**src/rtl/fft_8p_frame_sched.sv**
```systemverilog
// Frame scheduler for the 8-point FFT datapath.
// Loads 8 samples into the s2p register over a valid/ready handshake, fires the three
// butterfly stages in turn, then drains 8 results over a second valid/ready handshake.
module fft_8p_frame_sched #(
    parameter bit          BITREV_IN = 1'b1,
    parameter int unsigned FCNT_W    = 8
) (
    input  logic              clk,
    input  logic              reset_n,
    input  logic              enable,
    input  logic              flush,
    input  logic              in_valid,
    output logic              in_ready,
    output logic              s2p_we,
    output logic [2:0]        s2p_addr,
    output logic [3:0]        en_bf1,
    output logic [1:0]        en_bf2,
    output logic              en_bf3,
    output logic              out_valid,
    input  logic              out_ready,
    output logic [2:0]        out_sel,
    output logic              frame_done,
    output logic [FCNT_W-1:0] frame_cnt
);

    typedef enum logic [2:0] {
        StLoad,
        StBf1,
        StBf2,
        StBf3,
        StDrain
    } state_e;

    state_e            r_state;
    logic [2:0]        r_idx;
    logic [FCNT_W-1:0] r_frame_cnt;
    logic              r_frame_done;

    logic              w_load;
    logic              w_drain;
    logic              w_accept;
    logic              w_out_hs;

    // Handshake qualifiers and outputs decoded from state; reset_n gates the ready/valid
    // pair so nothing is offered while the block is held in reset.
    always_comb begin
        w_load     = (r_state == StLoad);
        w_drain    = (r_state == StDrain);
        in_ready   = reset_n & enable & ~flush & w_load;
        out_valid  = reset_n & ~flush & w_drain;
        w_accept   = in_ready & in_valid;
        w_out_hs   = out_valid & out_ready;
        s2p_we     = w_accept;
        s2p_addr   = 3'd0;
        if (w_load) begin
            s2p_addr = BITREV_IN ? {r_idx[0], r_idx[1], r_idx[2]} : r_idx;
        end
        out_sel    = w_drain ? r_idx : 3'd0;
        en_bf1     = {4{r_state == StBf1}};
        en_bf2     = {2{r_state == StBf2}};
        en_bf3     = (r_state == StBf3);
        frame_done = r_frame_done;
        frame_cnt  = r_frame_cnt;
    end

    // Frame FSM: shared index counter for load and drain, flush returns to an empty load.
    always_ff @(posedge clk or negedge reset_n) begin
        if (!reset_n) begin
            r_state      <= StLoad;
            r_idx        <= 3'd0;
            r_frame_cnt  <= '0;
            r_frame_done <= 1'b0;
        end else begin
            r_frame_done <= 1'b0;
            if (flush) begin
                r_state <= StLoad;
                r_idx   <= 3'd0;
            end else begin
                case (r_state)
                    StLoad: begin
                        if (w_accept) begin
                            r_idx <= r_idx + 3'd1;
                            if (r_idx == 3'd7) begin
                                r_state <= StBf1;
                            end
                        end
                    end
                    StBf1: r_state <= StBf2;
                    StBf2: r_state <= StBf3;
                    StBf3: r_state <= StDrain;
                    StDrain: begin
                        if (w_out_hs) begin
                            r_idx <= r_idx + 3'd1;
                            if (r_idx == 3'd7) begin
                                r_state      <= StLoad;
                                r_frame_done <= 1'b1;
                                r_frame_cnt  <= r_frame_cnt + FCNT_W'(1);
                            end
                        end
                    end
                    default: begin
                        r_state <= StLoad;
                        r_idx   <= 3'd0;
                    end
                endcase
            end
        end
    end

endmodule

```
**config.mk**
```make
export PLATFORM = sky130hd
export DESIGN_NAME = fft_8p_frame_sched
export DESIGN_NICKNAME = d
export VERILOG_FILES = /design/src/rtl/fft_8p_frame_sched.sv
export SDC_FILE = /design/constraint.sdc
export NUM_CORES = 1
export LEC_CHECK = 0
export ABC_AREA = 0
export CAP_MARGIN = 0
export CORE_MARGIN = 10
export CORE_UTILIZATION = 38
export CTS_CLUSTER_DIAMETER = 80
export CTS_CLUSTER_SIZE = 12
export DETAILED_ROUTE_END_ITERATION = 12
export DONT_BUFFER_PORTS = 1
export GPL_TIMING_DRIVEN = 0
export HOLD_SLACK_MARGIN = 0.02
export PLACE_DENSITY = 0.57
export SLEW_MARGIN = 20
export SYNTH_ARGS = -nofsm -noshare
export SYNTH_HDL_FRONTEND = slang
export SYNTH_SLANG_ARGS = --single-unit
```
**constraint.sdc**
```tcl
create_clock -name clk -period 1.95 [get_ports clk]
set_input_delay 0.4875 -clock clk [delete_from_list [all_inputs] [get_ports clk]]
set_output_delay 0.4875 -clock clk [all_outputs]
set_load 0.02 [all_outputs]
```
=== Word-level counts from Yosys, hierarchy flattened ===
Index checks and enable logic that the tools add are counted.

* RAM bits: 0
* Bits in registers: 15
* Logic and storage cells: 45
* Bits in latches: 0
* Memory bits (read-only): 0
* Memories: 0

* Mux-type cells: 16
* Bitwise gates (word level): 8
* Magnitude comparators: 0
* Equality and inequality tests: 10
* Shifts and indexed selects: 0
* Multipliers: 0
* Add/sub/neg operators: 2
* Reduce and logical (&&, ||, !) cells: 5
* Divide/modulo/power cells: 0

{| class="wikitable"
|+ Operators with widths
! operator !! count
|-
| $mux 3 || 10
|-
| $pmux 3 s5 || 1
|-
| $ne 3x2->1 const B || 3
|-
| $pmux 3 s3 || 1
|-
| $add 8x1->8 const B || 1
|-
| $reduce_and 4->1 || 2
|-
| $and 1x1->1 || 7
|-
| $eq 3x2->1 const B || 2
|-
| $eq 3x3->1 const B || 2
|-
| $mux 1 || 4
|-
| $add 3x1->3 const B || 1
|-
| $eq 3x1->1 const B || 1
|-
| $logic_not 3->1 || 1
|-
| $ne 3x3->1 const B || 1
|-
| $reduce_and 3->1 || 1
|-
| $reduce_or 3->1 || 1
|-
| $ne 2x1->1 const B || 1
|-
| $not 1->1 || 1
|}

=== Longest topological paths before layout ===
* Depth after elaboration: 7
* Depth in mapped cells: 6
* Depth with buffers taken out: 6

=== Least setup slack after synthesis ===
Ideal clock, no wire load.

* Path kind: register to output
* From: register r_state[0]
* To: output en_bf1[1]
* Required time: 1.462 ns
* Cell stages (with the launch flop): 4
* Arrival: 1.502 ns
* Slack: -0.039 ns
* Cell sequence: dfrtp_1 buf_2 nor3b_1 buf_4

* Longest elaborated chain between the ends: 1

{| class="wikitable"
|+ RTL lines
! what !! line !! text
|-
| start: declaration || 34 || <nowiki>state_e r_state;</nowiki>
|-
| start signal: assignment || 69 || <nowiki>r_state <= StLoad;</nowiki>
|-
| start signal: assignment || 76 || <nowiki>r_state <= StLoad;</nowiki>
|-
| start signal: assignment || 84 || <nowiki>r_state <= StBf1;</nowiki>
|-
| $eq 3x1->1 || 59 || <nowiki>en_bf1 = {4{r_state == StBf1}};</nowiki>
|-
| end: declaration || 16 || <nowiki>output logic [3:0] en_bf1,</nowiki>
|}

Every way passes these cells.

=== Final worst setup path ===
* From: register r_state[2]
* To: output en_bf1[2]

Same word-level chain as after synthesis.

==> flow_summary.yaml <==
floorplan:
  io_pins: 31
  coreArea_um2: 2170
  die_area_um2: 4550
  num_rows: 17
  die_h_um: 67.5
  start_util_pct: 39.4
  die_w_um: 67.5
worst_setup_path:
  cp.arrival_ps: 1430
  r2r_setup_slack_ps: 160
  r2r_start: "r_state[1]"
  start_kind: "flip-flop"
  reg2reg_depth: 4
  crit_type: "flip-flop to primary output"
  crit_path_end_kind: "primary output"
  cpMostUsedCell: "buf_6"
  cp.depth: 3
  reg2reg_to: "r_idx[0]"
  critical_path.top_delay_family: "simple AND/OR/NAND/NOR gates"
  worstPathMaxFanout: 10
  slowest_delay_ps: 420
  worstPathRequired_ps: 1460
  path_cells: "buf_6, nor3b_4, buf_6"
  cp.buffers_inverters: 2
  crit_path_top_delay_cell: "nor3b_4"
power_and_ir_drop:
  p_sw_uw: 162
  p_per_area_nw_per_um2: 591
  p_int_uw: 437
  ir_drop_mv: 0.365
  seqPwrFrac_pct: 56.5
  p_leak_nw: 0.512
  clkPwrFrac_pct: 29.4
  p_comb_share_pct: 14.0
  total_power_uw: 599
  sw_frac_of_total_pct: 27.0
global_route:
  grt_util_all_layers_pct: 8.41
  grt_start_max_net_pins: 16
  grt_pass1_wl_um: 3010
  antenna_found_initial: 0
  grt_remaining_overflow: 0
  grt_pass1_vias: 619
logic_synthesis:
  yosysMostFrequentCell: "dfrtp_1"
  synthTopCellsByArea: "dfrtp_1 (44%), buf_4 (4.4%), ha_1 (4.4%)"
  yosys.area.top_type_share_pct: 43.9
  yosys-mux-area-fraction_pct: 3.65
  synthFlopType: "dfrtp_1"
  ys_seq_elements: 15
  synthCells: 82
  async_flop_share_pct: 100
  yosysSeqAreaShare_pct: 43.9
  synthAdderAreaFrac_pct: 4.39
  yosysTopAreaCell: "dfrtp_1"
  synth_top_family_by_area: "simple AND/OR/NAND/NOR gates"
  ys_types: 28
  avgSynthCellArea_um2: 10.4
  yosys-top-cells-count: "dfrtp_1 (15), nand2_1 (9), buf_4 (5), nor3_1 (5)"
  yosys_warnings: 0
  netlist_area_um2: 856
  synth_edf_count: 0
  syn-num-nets: 91
  synth_compound_area_share_pct: 2.34
  synthSimpleGateAreaFrac_pct: 30.7
  synth_xor_xnor_area_share_pct: 8.19
drt:
  dr_total_vias: 601
  route.detailed.wl_per_inst_um: 15.8
  antenna_left: 0
  wirelength_um: 1870
  dr.pass1.iters: 4
  drc_errors: 0
  drt_iter0_drc: 18
  drt-vias-per-instance: 5.09
timing:
  skew_ps: 1.74
  fin_ws_ps: 31.0
  max_slew.worst_pin.slew_ps: 668
  fmax_mhz: 521
  min_period_ps: 1920
  slew_headroom_pct: 55.3
  setup_viol: 0
  drv_slew: 0
  rsz0062_at_grt: "yes"
  setup_tns_ps: 0
  period_share_pct: 98.4
  hold_viol: 0
clocking:
  cts_made_buffers: 3
  clkTransAtPathRegs_ps: 90
  h-tree-depth: 1
  clk_latency_ps: 280
  cts_tree: "yes"
  clock_path_buffers: 2
  clock_sinks: 15
  root_buffer: "clkbuf_4"
cells_and_area:
  num-fill-cells: 225
  n_antenna_cell: 0
  utilization_pct: 46.7
  drive_gt1_share_pct: 28.9
  final_cells: 118
  area_growth_syn_to_layout_pct: 18.4
  final_net_count: 100
placement:
  io_buffers: 0
  place.gp.congestion: 0.784
  dpl.cell_count: 110
  hpwl_um: 1410
  dp_slack_ps: -83.4
worst_hold_path:
  hp-start: "flush"
  hold_end: "r_state[2]"
  hold_path_class: "input port to flip-flop"
  holdPathStages: 1
flow_run:
  max_cap_violations: 0
outcome:
  status: "finished clean"
registers in the layout, summed over array words and instances, names as in the netlist:
| name | count |
|---|---|
| frame_done | 1 |
| r_state | 3 |
| frame_cnt | 8 |
| r_idx | 3 |
layout by cell type (no fill, tap or decap), types with 2 or more instances in the layout:
cell type / synthesis / routed
nand2_1: 9 / 9
nand3_1: 3 / 3
clkbuf_4: 0 / 3
xnor2_1: 4 / 4
nor3_1: 5 / 5
buf_4: 5 / 4
ha_1: 3 / 3
inv_1: 3 / 3
nor4_1: 2 / 2
nor3b_4: 0 / 2
dfrtp_1: 15 / 15
buf_6: 0 / 6
xor2_1: 4 / 4
and2_2: 0 / 4
mux2i_1: 2 / 2
nor2_1: 4 / 4
and3_1: 4 / 4
through the flow:
stage          hold WS, ps  cell area [um^2]
2_1_floorplan          192               861
3_3_place_gp           193               896
3_5_place_dp           193               896
6_report               264              1010
4_1_cts                254               961
5_1_grt                260              1010
worst max-delay path by stage:
| stage | from | end | slack (ps) |
|---|---|---|---|
| floorplan | r_state[0] | en_bf2[1] | 70 |
| global placement | flush | r_idx[0] | -30 |
| detailed placement | flush | r_idx[0] | -80 |
| CTS | r_state[2] | en_bf2[1] | -60 |
| global route | r_state[2] | en_bf1[3] | -30 |
| finish | r_state[2] | en_bf1[2] | 30 |
per-layer routing:
metal / up-vias / track usage (%) / share of wire [%]
met5: - / 0 / 0
met4: 0 / 3.08 / 0.21
met3: 2 / 3.14 / 6.7
met2: 9 / 13.7 / 52
met1: 293 / 9.87 / 41
li1: 297 / - / -
timing repair:
action                                 4_1_cts  5_1_grt
endpoints found under the hold margin       15        0
resized for setup                            5       15
setup endpoints to repair                    7        9
pin swaps                                    1        1
buffers inserted                             1        2
hold buffers                                 1        0
power groups by stage:
| stage | sequential [mW] | clock [mW] | combinational [mW] |
|---|---|---|---|
| 6_report | 0.339 | 0.176 | 0.0840 |
| 5_1_grt | 0.341 | 0.196 | 0.0937 |
| 4_1_cts | 0.339 | 0.184 | 0.0824 |
| 3_5_place_dp | 0.345 | 0 | 0.0734 |
| 3_3_place_gp | 0.345 | 0 | 0.0703 |
| 2_1_floorplan | 0.341 | 0 | 0.0638 |
area by class of cell:
class	instances	area (um^2)	share of cell area (%)
Buffer	7	75.1	7.41
Inverter	3	11.3	1.11
Clock buffer	4	26.3	2.59
Multi-Input combinational cell	57	458	45.2
Tap cell	28	35.0	3.46
Sequential cell	15	375	37.0
Timing Repair Buffer	4	32.5	3.21
cells by family after synthesis:
logic type	after synthesis
adder cells (fa/ha/maj)	3
flip-flops	15
AND/OR/NAND/NOR	40
multiplexers	3
AO/OA/AOI/OAI	3
buffers and inverters	10
XOR/XNOR	8
No activity file was read; power rests on OpenSTA's default activity.
